$ cat src/rtl/avalon_pkg.sv
// Shared types for the CPU-side Avalon-MM memory initiator.
package avalon_pkg;

    localparam int LANES = 4;

    typedef enum logic [1:0] {
        SIZE_BYTE = 2'b00,
        SIZE_HALF = 2'b01,
        SIZE_WORD = 2'b10
    } mem_size_t;

    typedef enum logic [1:0] {
        IDLE = 2'b00,
        BUS  = 2'b01,
        ERR  = 2'b10
    } master_state_t;

endpackage

$ cat src/rtl/avalon_lane_align.sv
// Combinational little-endian lane steering: store-side byteenable/writedata/misalign
// from the incoming request, load-side extraction/extension from the captured request.
module avalon_lane_align
    import avalon_pkg::*;
(
    input  logic [1:0]       st_size,
    input  logic [1:0]       st_offset,
    input  logic [31:0]      st_wdata,
    output logic [LANES-1:0] st_byteenable,
    output logic [31:0]      st_writedata,
    output logic             st_misalign,
    input  logic [1:0]       ld_size,
    input  logic [1:0]       ld_offset,
    input  logic             ld_signed,
    input  logic [31:0]      ld_readdata,
    output logic [31:0]      ld_rdata
);

    logic [31:0] ld_shifted;

    assign ld_shifted = ld_readdata >> {ld_offset, 3'b000};

    // NOTE: every output gets a default before the case so no path leaves it unassigned (no latch).
    always_comb begin
        st_byteenable = '0;
        st_writedata  = st_wdata;
        st_misalign   = 1'b0;
        case (st_size)
            SIZE_BYTE: begin
                st_byteenable = 4'b0001 << st_offset;
                st_writedata  = {4{st_wdata[7:0]}};
            end
            SIZE_HALF: begin
                st_byteenable = st_offset[1] ? 4'b1100 : 4'b0011;
                st_writedata  = {2{st_wdata[15:0]}};
                st_misalign   = st_offset[0];
            end
            SIZE_WORD: begin
                st_byteenable = 4'b1111;
                st_misalign   = |st_offset;
            end
            default: st_misalign = 1'b1;
        endcase
    end

    always_comb begin
        ld_rdata = ld_readdata;
        case (ld_size)
            SIZE_BYTE: ld_rdata = {{24{ld_signed & ld_shifted[7]}}, ld_shifted[7:0]};
            SIZE_HALF: ld_rdata = {{16{ld_signed & ld_shifted[15]}}, ld_shifted[15:0]};
            default:   ld_rdata = ld_readdata;
        endcase
    end

endmodule

$ cat src/rtl/avalon_mem_master.sv
// Avalon-MM initiator: one CPU load/store at a time, fully serialised, honours waitrequest,
// returns extended load data with a one-cycle response pulse.
module avalon_mem_master
    import avalon_pkg::*;
#(
    parameter int ADDR_W = 32,
    parameter int DATA_W = 32
) (
    input  logic              clk,
    input  logic              rst_n,
    input  logic              req_valid,
    output logic              req_ready,
    input  logic              req_write,
    input  logic [1:0]        req_size,
    input  logic              req_signed,
    input  logic [ADDR_W-1:0] req_addr,
    input  logic [DATA_W-1:0] req_wdata,
    output logic              resp_valid,
    output logic              resp_err,
    output logic [DATA_W-1:0] resp_rdata,
    output logic [ADDR_W-1:0] address,
    output logic [LANES-1:0]  byteenable,
    output logic              read,
    output logic              write,
    output logic [DATA_W-1:0] writedata,
    input  logic              waitrequest,
    input  logic [DATA_W-1:0] readdata
);

    master_state_t     state_q, state_d;
    logic [ADDR_W-1:0] address_q, address_d;
    logic [LANES-1:0]  byteenable_q, byteenable_d;
    logic [DATA_W-1:0] writedata_q, writedata_d;
    logic              read_q, read_d;
    logic              write_q, write_d;
    logic [1:0]        size_q, size_d;
    logic [1:0]        offset_q, offset_d;
    logic              signed_q, signed_d;
    logic              resp_valid_q, resp_valid_d;
    logic              resp_err_q, resp_err_d;
    logic [DATA_W-1:0] resp_rdata_q, resp_rdata_d;

    logic [LANES-1:0]  st_byteenable;
    logic [DATA_W-1:0] st_writedata;
    logic              st_misalign;
    logic [DATA_W-1:0] ld_rdata;

    avalon_lane_align u_align (
        .st_size      (req_size),
        .st_offset    (req_addr[1:0]),
        .st_wdata     (req_wdata),
        .st_byteenable(st_byteenable),
        .st_writedata (st_writedata),
        .st_misalign  (st_misalign),
        .ld_size      (size_q),
        .ld_offset    (offset_q),
        .ld_signed    (signed_q),
        .ld_readdata  (readdata),
        .ld_rdata     (ld_rdata)
    );

    always_comb begin
        state_d      = state_q;
        address_d    = address_q;
        byteenable_d = byteenable_q;
        writedata_d  = writedata_q;
        read_d       = read_q;
        write_d      = write_q;
        size_d       = size_q;
        offset_d     = offset_q;
        signed_d     = signed_q;
        resp_valid_d = 1'b0;
        resp_err_d   = 1'b0;
        resp_rdata_d = resp_rdata_q;

        case (state_q)
            IDLE: begin
                if (req_valid) begin
                    if (st_misalign) begin
                        state_d = ERR;
                    end else begin
                        state_d      = BUS;
                        address_d    = {2'b00, req_addr[ADDR_W-1:2]};
                        byteenable_d = st_byteenable;
                        writedata_d  = st_writedata;
                        read_d       = ~req_write;
                        write_d      = req_write;
                        size_d       = req_size;
                        offset_d     = req_addr[1:0];
                        signed_d     = req_signed;
                    end
                end
            end
            BUS: begin
                if (!waitrequest) begin
                    state_d      = IDLE;
                    read_d       = 1'b0;
                    write_d      = 1'b0;
                    resp_valid_d = 1'b1;
                    resp_rdata_d = write_q ? '0 : ld_rdata;
                end
            end
            ERR: begin
                state_d      = IDLE;
                resp_valid_d = 1'b1;
                resp_err_d   = 1'b1;
                resp_rdata_d = '0;
            end
            default: state_d = IDLE;
        endcase
    end

    // NOTE: state registers use non-blocking assignments so every flop samples pre-edge values.
    always_ff @(posedge clk or negedge rst_n) begin
        if (!rst_n) begin
            state_q      <= IDLE;
            address_q    <= '0;
            byteenable_q <= '0;
            writedata_q  <= '0;
            read_q       <= 1'b0;
            write_q      <= 1'b0;
            size_q       <= 2'b00;
            offset_q     <= 2'b00;
            signed_q     <= 1'b0;
            resp_valid_q <= 1'b0;
            resp_err_q   <= 1'b0;
            resp_rdata_q <= '0;
        end else begin
            state_q      <= state_d;
            address_q    <= address_d;
            byteenable_q <= byteenable_d;
            writedata_q  <= writedata_d;
            read_q       <= read_d;
            write_q      <= write_d;
            size_q       <= size_d;
            offset_q     <= offset_d;
            signed_q     <= signed_d;
            resp_valid_q <= resp_valid_d;
            resp_err_q   <= resp_err_d;
            resp_rdata_q <= resp_rdata_d;
        end
    end

    assign req_ready  = (state_q == IDLE);
    assign resp_valid = resp_valid_q;
    assign resp_err   = resp_err_q;
    assign resp_rdata = resp_rdata_q;
    assign address    = address_q;
    assign byteenable = byteenable_q;
    assign read       = read_q;
    assign write      = write_q;
    assign writedata  = writedata_q;

endmodule

$ cat config.mk
export PLATFORM = sky130hd
export DESIGN_NAME = avalon_mem_master
export DESIGN_NICKNAME = d
export VERILOG_FILES = /design/src/rtl/avalon_pkg.sv /design/src/rtl/avalon_lane_align.sv /design/src/rtl/avalon_mem_master.sv
export SDC_FILE = /design/constraint.sdc
export NUM_CORES = 1
export LEC_CHECK = 0
export BUFFER_PORTS_ARGS = -buffer_cell sky130_fd_sc_hd__buf_2
export CORE_MARGIN = 1.5
export CORE_UTILIZATION = 51
export DETAILED_ROUTE_END_ITERATION = 6
export PLACE_DENSITY = 0.91
export SLEW_MARGIN = 25
export SYNTH_ARGS = -nofsm -noshare
export SYNTH_HDL_FRONTEND = slang
export SYNTH_HIERARCHICAL = 1
export SYNTH_SLANG_ARGS = --single-unit
$ cat constraint.sdc
create_clock -name clk -period 2.9 [get_ports clk]
set_input_delay 0.58 -clock clk [delete_from_list [all_inputs] [get_ports clk]]
set_output_delay 0.58 -clock clk [all_outputs]
set_load 0.01 [all_outputs]
==> results_tabular.tex <==
\begin{tabular}{lr}
\hline
Metric & Value \\
\hline
\multicolumn{2}{l}{\textbf{Detailed routing}} \\
Routed wl met2 & 7.096 mm \\
Detailed-routed wire length on met3 & 995 um \\
Post-Route M1 WL & 6.061 mm \\
DRC violations left & 0 \\
1st-pass router iterations & 5 \\
Wire length after detailed routing & 14.36 mm \\
Average routed wire per standard cell & 17.20 um \\
Via total after detailed routing & 4524 \\
Iter 0 DRT Violations & 411 \\
Highest metal layer with signal wires & met4 \\
Avg Vias per Cell & 5.418 \\
Final antenna-violating net count & 0 \\
\multicolumn{2}{l}{\textbf{Timing}} \\
Max Fclk & 440.1 MHz \\
Least-Margin Pin Slew & 0.7229 ns \\
Worst-case clock skew & 0.009975 ns \\
Final Max Slew Viols & 0 \\
Slew margin rel. & 0.5163 \\
Fin. Hold Viols & 0 \\
Fin crit share & 0.7836 \\
Setup WS post-layout & 0.6276 ns \\
Setup TNS Final & 0 ns \\
Unrepaired setup endpoints after global routing & false \\
Shortest clock period the worst path allows after layout & 2.272 ns \\
Final setup viols & 0 \\
\multicolumn{2}{l}{\textbf{Power}} \\
P per Cell Area & 1105 nW/um\^{}2 \\
Leakage & 0.003897 uW \\
Peak ir drop on the vdd network & 507.9 uV \\
\multicolumn{2}{l}{\textbf{Clock network}} \\
Worst-case clock buffer depth & 2 \\
Source-to-sink clock delay at the later pin of the worst-skew pair & 0.35 ns \\
CTS H-tree depth & 3 \\
CTS tree & built \\
Clock buffers created by TritonCTS & 9 \\
Clock tree sinks & 109 \\
Clock tree root driver cell & sky130\_fd\_sc\_hd\_\_clkbuf\_16 \\
Clock-pin slew on the worst setup and hold paths & 0.08 ns \\
Buffer count from post-CTS setup fixing & 0 \\
Number of hold buffers added after cts & 0 \\
Gates resized, CTS repair & 0 \\
\multicolumn{2}{l}{\textbf{Synth}} \\
Number of flops mapped to enable cells by yosys & 0 \\
Post-Syn Instances & 500 \\
Count of cell types in the netlist & 40 \\
Sequential share of the synthesized area & 0.4612 \\
Synth async-reset ratio & 1.000 \\
Flop and latch count out of synthesis & 109 \\
Count of yosys warnings during synthesis & 6 \\
Synthesized area & 5914 sq um \\
Synth Area per Inst & 11.83 sq um \\
Prevailing post-synth register cell & sky130\_fd\_sc\_hd\_\_dfrtp\_1 \\
\multicolumn{2}{l}{\textbf{Placed design}} \\
Weighted congestion reported at the end of routability-driven placement & 0.9580 \\
Setup slack after placement & 0.5659 ns \\
HPWL after DPL & 10.59 mm \\
Number of buffers inserted by port buffering & 206 \\
\multicolumn{2}{l}{\textbf{Floorplanning}} \\
Number of core rows & 39 \\
Die height & 110.7 um \\
DIE AREA & 12250 sq um \\
I/O pin count & 209 \\
Die width & 110.7 um \\
Effective utilization at floorplan & 0.5202 \\
Floorplan Core Area & 11370 sq um \\
\multicolumn{2}{l}{\textbf{Global routing}} \\
Number of global-route vias before repair & 4642 \\
Largest net degree at the start of global routing & 69 \\
GRT Total Usage & 0.2362 \\
Number of antenna violations at the first check in global routing & 0 \\
Remaining global-route overflow & 0 \\
Wire length of the first global-routing pass & 23.29 mm \\
\multicolumn{2}{l}{\textbf{Finish}} \\
Most frequent standard cell in the layout excluding fill and tap cells & sky130\_fd\_sc\_hd\_\_buf\_2 \\
Area of the multi-input gates & 2778 sq um \\
Number of fill cells in the layout & 910 \\
Most frequent cells in the layout & sky130\_fd\_sc\_hd\_\_buf\_2 (205), sky130\_fd\_sc\_hd\_\_dfrtp\_1 (109), sky130\_fd\_sc\_hd\_\_mux2\_4 (69) \\
Net count reported at finish & 796 \\
Ant diodes & 0 \\
Synth-to-layout area growth & 23.27\% \\
Share of final-layout standard cells stronger than drive strength 1 & 0.4711 \\
Sequential Area & 2728 sq um \\
\multicolumn{2}{l}{\textbf{Worst setup path}} \\
Maximum net fanout on the critical path & 16 \\
Cells along the critical path & clkinv\_1, nand2\_1, o21ai\_1, nor3b\_1, mux2\_2 \\
Start-to-end type of the worst setup path & register to register \\
Worst EP required & 3.13 ns \\
Startpoint type of the worst setup path & register \\
Category of cells accounting for the largest share of critical-path delay & flip-flops \\
Critical path endpoint category & register \\
Slowest stage cell, crit path & sky130\_fd\_sc\_hd\_\_dfrtp\_1 \\
Count of buffering cells on the critical path with inverters included & 1 \\
Max incr delay on CP & 0.66 ns \\
Arrival time worst endpoint & 2.50 ns \\
\multicolumn{2}{l}{\textbf{Run}} \\
Number of violations of the max-capacitance limit & 0 \\
\multicolumn{2}{l}{\textbf{Worst hold path}} \\
Class of the worst hold path & input port to asynchronous set/reset pin \\
\multicolumn{2}{l}{\textbf{Outcome}} \\
Status & complete, no violations \\
\hline
\end{tabular}
-- path summary, 6_finish.rpt --
check,from,endpoint,slack [ns],cells after the start
max in group asynchronous,rst_n,resp_rdata[28],1.91,2
max,size_q[1],resp_rdata[28],0.63,5
min reg2reg,read,read,0.48,1
min in group clk,req_addr[27],address[25],0.46,2
min,rst_n,resp_rdata[11],0.24,1
max reg2reg,size_q[1],resp_rdata[28],0.63,5
-- state kept, by name, indices dropped and copies added (netlist names) --
name and flops:
write 1, offset_q 2, resp_err 1, read 1, resp_valid 1, resp_rdata 32
size_q 2, address 30, state_q 2, signed_q 1, byteenable 4, writedata 32
-- stage by stage --
step | hold WS, ns | std cells | area [sq um] | utilization | power (uW)
CTS | 0.2530 | 835 | 7291 | 0.6412 | 8094
global route | 0.2717 | 835 | 7291 | 0.6412 | 8545
floorplan | 0.2844 | 501 | 5918 | - | 5499
global placement | 0.4599 | 819 | 6980 | 0.6140 | 6634
detailed placement | 0.4689 | 819 | 6980 | 0.6140 | 6792
finish | 0.2350 | 835 | 7291 | 0.6412 | 8054
-- cell families after synthesis --
| family | count (synthesis) | synth area share |
|---|---|---|
| simple gates | 94 | 0.07002 |
| fa+ha+maj | 5 | 0.01058 |
| flops | 109 | 0.4612 |
| other cells | 1 | 0.0006340 |
| buf+inv | 80 | 0.07150 |
| compound gates | 73 | 0.08759 |
| mux | 138 | 0.2985 |
-- report_power, final --
group,leakage (uW),switching [uW],internal (uW)
sequential,0.00134,489,2250
clock,0.000149,589,683
combinational,0.00240,2010,2030
-- cells in the mapped netlist (2+ instances only) --
cell / n / area share
sky130_fd_sc_hd__nor2b_1: 4 / 0.0042
sky130_fd_sc_hd__nand2_1: 68 / 0.043
sky130_fd_sc_hd__nand2b_1: 2 / 0.0021
sky130_fd_sc_hd__a21oi_1: 8 / 0.0068
sky130_fd_sc_hd__o211a_1: 7 / 0.012
sky130_fd_sc_hd__o21ai_1: 10 / 0.0085
sky130_fd_sc_hd__a2bb2oi_1: 2 / 0.0030
sky130_fd_sc_hd__a22o_1: 7 / 0.010
sky130_fd_sc_hd__mux2_4: 69 / 0.18
sky130_fd_sc_hd__o22ai_1: 2 / 0.0021
sky130_fd_sc_hd__nand3_1: 2 / 0.0017
sky130_fd_sc_hd__mux2i_1: 47 / 0.080
sky130_fd_sc_hd__o21a_1: 2 / 0.0025
sky130_fd_sc_hd__inv_1: 37 / 0.023
sky130_fd_sc_hd__dfrtp_1: 109 / 0.46
sky130_fd_sc_hd__o21ai_0: 16 / 0.014
sky130_fd_sc_hd__o31ai_1: 7 / 0.0089
sky130_fd_sc_hd__buf_4: 14 / 0.018
sky130_fd_sc_hd__o2bb2ai_1: 6 / 0.0089
sky130_fd_sc_hd__ha_1: 5 / 0.011
sky130_fd_sc_hd__nor2_1: 6 / 0.0038
sky130_fd_sc_hd__nand3b_1: 8 / 0.010
sky130_fd_sc_hd__clkbuf_1: 17 / 0.011
sky130_fd_sc_hd__buf_6: 9 / 0.017
sky130_fd_sc_hd__mux2_2: 20 / 0.038
sky130_fd_sc_hd__buf_2: 2 / 0.0017
-- final cells by class --
cell class	instances	share of cell area
inverter	38	0.01956
tap	143	0.02454
sequential	109	0.3741
clock buffer	9	0.03089
timing repair buffer	217	0.1582
clock inverter	7	0.01167
multi-input combinational	312	0.3810
-- metal layers --
layer	track usage	vias up
met5	0	-
met4	0.05897	0
met3	0.05686	22
met2	0.4004	212
met1	0.3062	2216
li1	-	2074
Note: power is estimated with default switching activity, not from simulation.
